$ cat config.mk
export PLATFORM = sky130hd
export DESIGN_NAME = scan_decoder
export DESIGN_NICKNAME = d
export VERILOG_FILES = /design/src/rtl/scan_decoder_pkg.sv /design/src/rtl/scan_decoder_onehot_dec.sv /design/src/rtl/scan_decoder.sv
export SDC_FILE = /design/constraint.sdc
export NUM_CORES = 1
export LEC_CHECK = 0
export CAP_MARGIN = 20
export CELL_PAD_IN_SITES_DETAIL_PLACEMENT = 2
export CELL_PAD_IN_SITES_GLOBAL_PLACEMENT = 2
export CORE_UTILIZATION = 24
export DETAILED_ROUTE_END_ITERATION = 8
export HOLD_SLACK_MARGIN = 0.15
export PLACE_DENSITY_LB_ADDON = 0.1
export SETUP_SLACK_MARGIN = 0.05
export SYNTH_ARGS = -nofsm -noshare
export SYNTH_HDL_FRONTEND = slang
export SYNTH_SLANG_ARGS = --single-unit
$ cat constraint.sdc
create_clock -name clk -period 0.9 [get_ports clk]
set_input_delay 0.18 -clock clk [delete_from_list [all_inputs] [get_ports clk]]
set_output_delay 0.18 -clock clk [all_outputs]
set_load 0.05 [all_outputs]
$ cat src/rtl/scan_decoder_pkg.sv
// Shared mode encodings and default parameter values for the scan_decoder block.
package scan_decoder_pkg;

    localparam logic MODE_DIRECT = 1'b0;
    localparam logic MODE_SCAN   = 1'b1;

    localparam int DEF_SEL_W = 4;
    localparam int DEF_OUT_W = 10;
    localparam int DEF_DWELL = 1;

endpackage

$ cat src/rtl/scan_decoder_onehot_dec.sv
// Combinational SEL_W-to-OUT_W one-hot decoder; codes >= OUT_W give all-zero and in_range=0.
module onehot_dec #(
    parameter int SEL_W = 4,
    parameter int OUT_W = 10
) (
    input  logic [SEL_W-1:0] code,
    output logic [OUT_W-1:0] onehot,
    output logic             in_range
);

    localparam logic [SEL_W:0] LIMIT = (SEL_W+1)'(OUT_W);

    always_comb begin
        // NOTE: every output of a combinational block gets a default first, so no latch is inferred.
        onehot = '0;
        for (int i = 0; i < OUT_W; i++) begin
            onehot[i] = (code == SEL_W'(i));
        end
    end

    assign in_range = ({1'b0, code} < LIMIT);

endmodule

$ cat src/rtl/scan_decoder.sv
// One-hot decoder with direct decode and optional auto-scan; scan mode is built only when
// the macro SCAN_DECODER_SCAN_EN is defined.
module scan_decoder
    import scan_decoder_pkg::*;
#(
    parameter int SEL_W = DEF_SEL_W,
    parameter int OUT_W = DEF_OUT_W,
    parameter int DWELL = DEF_DWELL
) (
    input  logic             clk,
    input  logic             rst_n,
    input  logic             en,
    input  logic             mode,
    input  logic             in_valid,
    output logic             in_ready,
    input  logic [SEL_W-1:0] sel,
    output logic [OUT_W-1:0] out,
    output logic             out_valid,
    output logic             err,
    output logic             wrap
);

    logic [SEL_W-1:0] dec_code;
    logic [OUT_W-1:0] dec_onehot;
    logic             dec_in_range;

    onehot_dec #(.SEL_W(SEL_W), .OUT_W(OUT_W)) u_dec (
        .code    (dec_code),
        .onehot  (dec_onehot),
        .in_range(dec_in_range)
    );

`ifdef SCAN_DECODER_SCAN_EN
    localparam int              CNT_W     = (DWELL > 1) ? $clog2(DWELL) : 1;
    localparam logic [CNT_W-1:0] DCNT_LAST = CNT_W'(DWELL - 1);
    localparam logic [SEL_W-1:0] IDX_LAST  = SEL_W'(OUT_W - 1);

    logic [SEL_W-1:0] idx, idx_next;
    logic [CNT_W-1:0] dcnt;
    logic             in_scan;   // scan was active on the last enabled cycle
    logic             blank;     // last cycle had en=0
    logic             scan_sel, scan_entry, scan_resume, scan_step;

    assign scan_sel    = (mode == MODE_SCAN);
    assign in_ready    = en && !scan_sel;
    assign scan_entry  = scan_sel && !in_scan;
    assign scan_resume = scan_sel && in_scan && blank;
    assign scan_step   = scan_sel && in_scan && !blank && (dcnt == DCNT_LAST);
    assign idx_next    = (idx == IDX_LAST) ? '0 : idx + SEL_W'(1);

    // The decoder is shared: scan paths steer it to the index that out is about to show.
    always_comb begin
        dec_code = sel;
        if (scan_entry)       dec_code = '0;
        else if (scan_resume) dec_code = idx;
        else if (scan_sel)    dec_code = idx_next;
    end

    // NOTE: sequential state uses non-blocking assignments so every register samples pre-edge values.
    always_ff @(posedge clk or negedge rst_n) begin
        if (!rst_n) begin
            out       <= '0;
            out_valid <= 1'b0;
            err       <= 1'b0;
            wrap      <= 1'b0;
            idx       <= '0;
            dcnt      <= '0;
            in_scan   <= 1'b0;
            blank     <= 1'b0;
        end else if (!en) begin
            out       <= '0;
            out_valid <= 1'b0;
            wrap      <= 1'b0;
            blank     <= 1'b1;
        end else begin
            out_valid <= 1'b0;
            wrap      <= 1'b0;
            blank     <= 1'b0;
            if (scan_sel) begin
                in_scan <= 1'b1;
                if (scan_entry) begin
                    idx       <= '0;
                    dcnt      <= '0;
                    out       <= dec_onehot;
                    err       <= 1'b0;
                    out_valid <= 1'b1;
                end else if (scan_resume) begin
                    out       <= dec_onehot;
                    out_valid <= 1'b1;
                end else if (scan_step) begin
                    dcnt      <= '0;
                    idx       <= idx_next;
                    out       <= dec_onehot;
                    out_valid <= 1'b1;
                    wrap      <= (idx == IDX_LAST);
                end else begin
                    dcnt <= dcnt + CNT_W'(1);
                end
            end else begin
                in_scan <= 1'b0;
                idx     <= '0;
                dcnt    <= '0;
                if (in_valid) begin
                    out       <= dec_onehot;
                    err       <= !dec_in_range;
                    out_valid <= 1'b1;
                end
            end
        end
    end
`else
    logic unused_cfg;

    assign unused_cfg = mode ^ (DWELL > 0);
    assign in_ready   = en;
    assign dec_code   = sel;
    assign wrap       = 1'b0;

    always_ff @(posedge clk or negedge rst_n) begin
        if (!rst_n) begin
            out       <= '0;
            out_valid <= 1'b0;
            err       <= 1'b0;
        end else if (!en) begin
            out       <= '0;
            out_valid <= 1'b0;
        end else begin
            out_valid <= 1'b0;
            if (in_valid) begin
                out       <= dec_onehot;
                err       <= !dec_in_range;
                out_valid <= 1'b1;
            end
        end
    end
`endif

endmodule

==> flow_metrics.env <==
export IMPL_timing_rr_start="out[0]"
export IMPL_setup_viol=13
export IMPL_cts_buffer_depth=2
export IMPL_holdWs_ns=0.2366
export IMPL_worst_skew_pair_late_latency_ns=0.27
export IMPL_violations="negative setup slack"
export IMPL_syn_inst=39
export IMPL_wl_per_cell_um=16.95
export IMPL_cts_tree="yes"
export IMPL_drt_pass1_iter_count=4
export IMPL_fin_cells=97
export IMPL_cap_violations=0
export IMPL_numCtsBuffers=3
export IMPL_area_growth_pct=98.29
export IMPL_crit_chain="buf_12"
export IMPL_fin_crit_sh=1.172
export IMPL_synth_top_flop_cell="dfrtp_1"
export IMPL_yosys_register_bits=12
export IMPL_cp_end_kind="output pin"
export IMPL_nets=80
export IMPL_synth_commonest_cells="dfrtp_1, a22o_1, a32o_1"
export IMPL_leakagePower_uw=0.0004523
export IMPL_ant_nets=0
export IMPL_syn_avg_cell_area_um2=13.12
export IMPL_initial_core_util=0.2582
export IMPL_io_pins=23
export IMPL_gp_congestion=0.7467
export IMPL_slowest_stage="dfrtp_2"
export IMPL_num_rows=16
export IMPL_grt_overflow=0
export IMPL_start_kind="flop"
export IMPL_hold_violations=0
export IMPL_hp_class="in -> async"
export IMPL_path_clk_slew_ns=0.08
export IMPL_fin_skew_ns=0
export IMPL_synth_warnings=0
export IMPL_die_h_um=48.18
export IMPL_rsz0062_at_grt="yes"
export IMPL_grt_pass1_wl_mm=2.214
export IMPL_drtIter0Drc=4
export IMPL_vias=448
export IMPL_synth_nets=48
export IMPL_status="finished with violations"
export IMPL_htree_levels=1
export IMPL_min_period_ns=1.055
export IMPL_grt_max_degree=13
export IMPL_synth_top_area_share=0.5868
export IMPL_fin_util=0.5120
export IMPL_critical_path_top_delay_family="flip-flops"
export IMPL_die_x_um=48.18
export IMPL_ir_worst_vdd_v=0.0006647
export IMPL_fmax_ghz=0.9482
export IMPL_slew_viol_final=0
export IMPL_async_flop_share=1.000
export IMPL_synth_most_common_cell="dfrtp_1"
export IMPL_cp_max_fo=2
export IMPL_port_buffers=20
export IMPL_power_density_nw_per_um2=1267
export IMPL_grt_pass1_vias=449
export IMPL_syn_area_um2=511.7
export IMPL_drc=0
export IMPL_hold_buffers=0
export IMPL_diodes=0
export IMPL_grt_usage=0.1454
export IMPL_max_stage_delay_ns=0.45
export IMPL_seq_area_frac_synth=0.5868
export IMPL_path_buf_inv=1
export IMPL_cp_data_required_time_ns=0.72
export IMPL_dp_hpwl_mm=1.087
export IMPL_coreArea_um2=1982
export IMPL_worstSetupPathType="reg -> out"
export IMPL_antenna_found_initial=0
export IMPL_placed_cells=90
export IMPL_wl_mm=1.644
export IMPL_synth_distinct_cells=17
export IMPL_r2r_end="out[0]"
export IMPL_reg2reg_depth=2
export IMPL_yosysTopAreaCell="dfrtp_1"
export IMPL_clockRootBuffer="clkbuf_4"
export IMPL_place_area_um2=934.6
export IMPL_synth_edf_count=0
export IMPL_total_power_uw=1286
export IMPL_clkSinkCount=12
export IMPL_die_area_um2=2321
export IMPL_netlist_top_cells_area="dfrtp_1, a32o_1, a22o_1"
export IMPL_r2r_setup_slack_ns=-0.01
export IMPL_arrival_ns=0.87
export IMPL_worst_slack_ns=-0.1546
export IMPL_nFillCells=181
export IMPL_via_per_inst=4.619
export IMPL_drive_gt1_frac=0.6571
export IMPL_final_cell_area_um2=1015
power by group:
| group | leakage [µW] | internal [µW] | total (µW) | switching [µW] |
|---|---|---|---|---|
| Sequential | 0.000147 | 555 | 572 | 16.7 |
| Clock | 0.0000210 | 246 | 432 | 186 |
| Combinational | 0.000285 | 136 | 282 | 146 |
| Total | 0.000452 | 937 | 1290 | 349 |
cell usage in the layout, fill, tap and decap left out, types with 2 or more instances in the layout:
cell           instances
a22o_1                 4
a32o_1                 4
buf_12                14
buf_4                  5
buf_6                  4
clkbuf_4               3
dfrtp_2               11
dlygate4sd2_1          4
inv_1                  2
nor2_1                 2
through the flow:
stage | TNS (ns) | setup WS (ns)
floorplan | 0 | 0.02780
global placement | -6.667 | -0.6099
detailed placement | -7.461 | -0.6824
CTS | -1.720 | -0.1574
global route | -2.072 | -0.1827
finish | -1.636 | -0.1546
final cells by class:
type	instances	area [µm²]	area share
multi-input combinational	22	198.9	0.1961
clock buffer	4	36.28	0.03576
timing repair buffer	30	424.2	0.4180
inverter	2	7.507	0.007398
sequential	12	314.1	0.3095
tap	27	33.78	0.03329
flip-flops by register name, summed over array words and instances (netlist names):
register   cells
err            1
out           10
out_valid      1
cells by family (layout without fill, tap and decap cells):
kind of cell,count (synthesis),count (layout),synth area share
other cells,1,1,0.007328
simple gates,9,9,0.1394
buf+inv,5,36,0.05378
flops,12,12,0.5868
compound gates,12,12,0.2127
routing by layer:
layer,part of all wire,track usage,up-vias
met5,0,0,-
li1,-,-,209
met3,0.029,0.03333,2
met1,0.44,0.2023,225
met4,0.0036,0.06667,0
met2,0.53,0.2133,12
how the worst max path moves through the flow:
stage / depth (start not counted) / endpoint / start / slack (ns)
after detailed placement: 3 / out[2] / en / -0.68
after global routing: 1 / out[0] / out[0] / -0.18
after global placement: 3 / out[2] / en / -0.61
after floorplan: 1 / out[0] / out[0] / 0.03
after CTS: 1 / out[1] / out[1] / -0.16
final: 1 / out[0] / out[0] / -0.15
repair_timing:
action / 4_1_cts / 5_1_grt
endpoints found under the setup margin: 24 / 17
setup buffers: 1 / 2
pin swaps: 1 / 1
resized for setup: 15 / 4
Power figures use the tool's default switching activity.
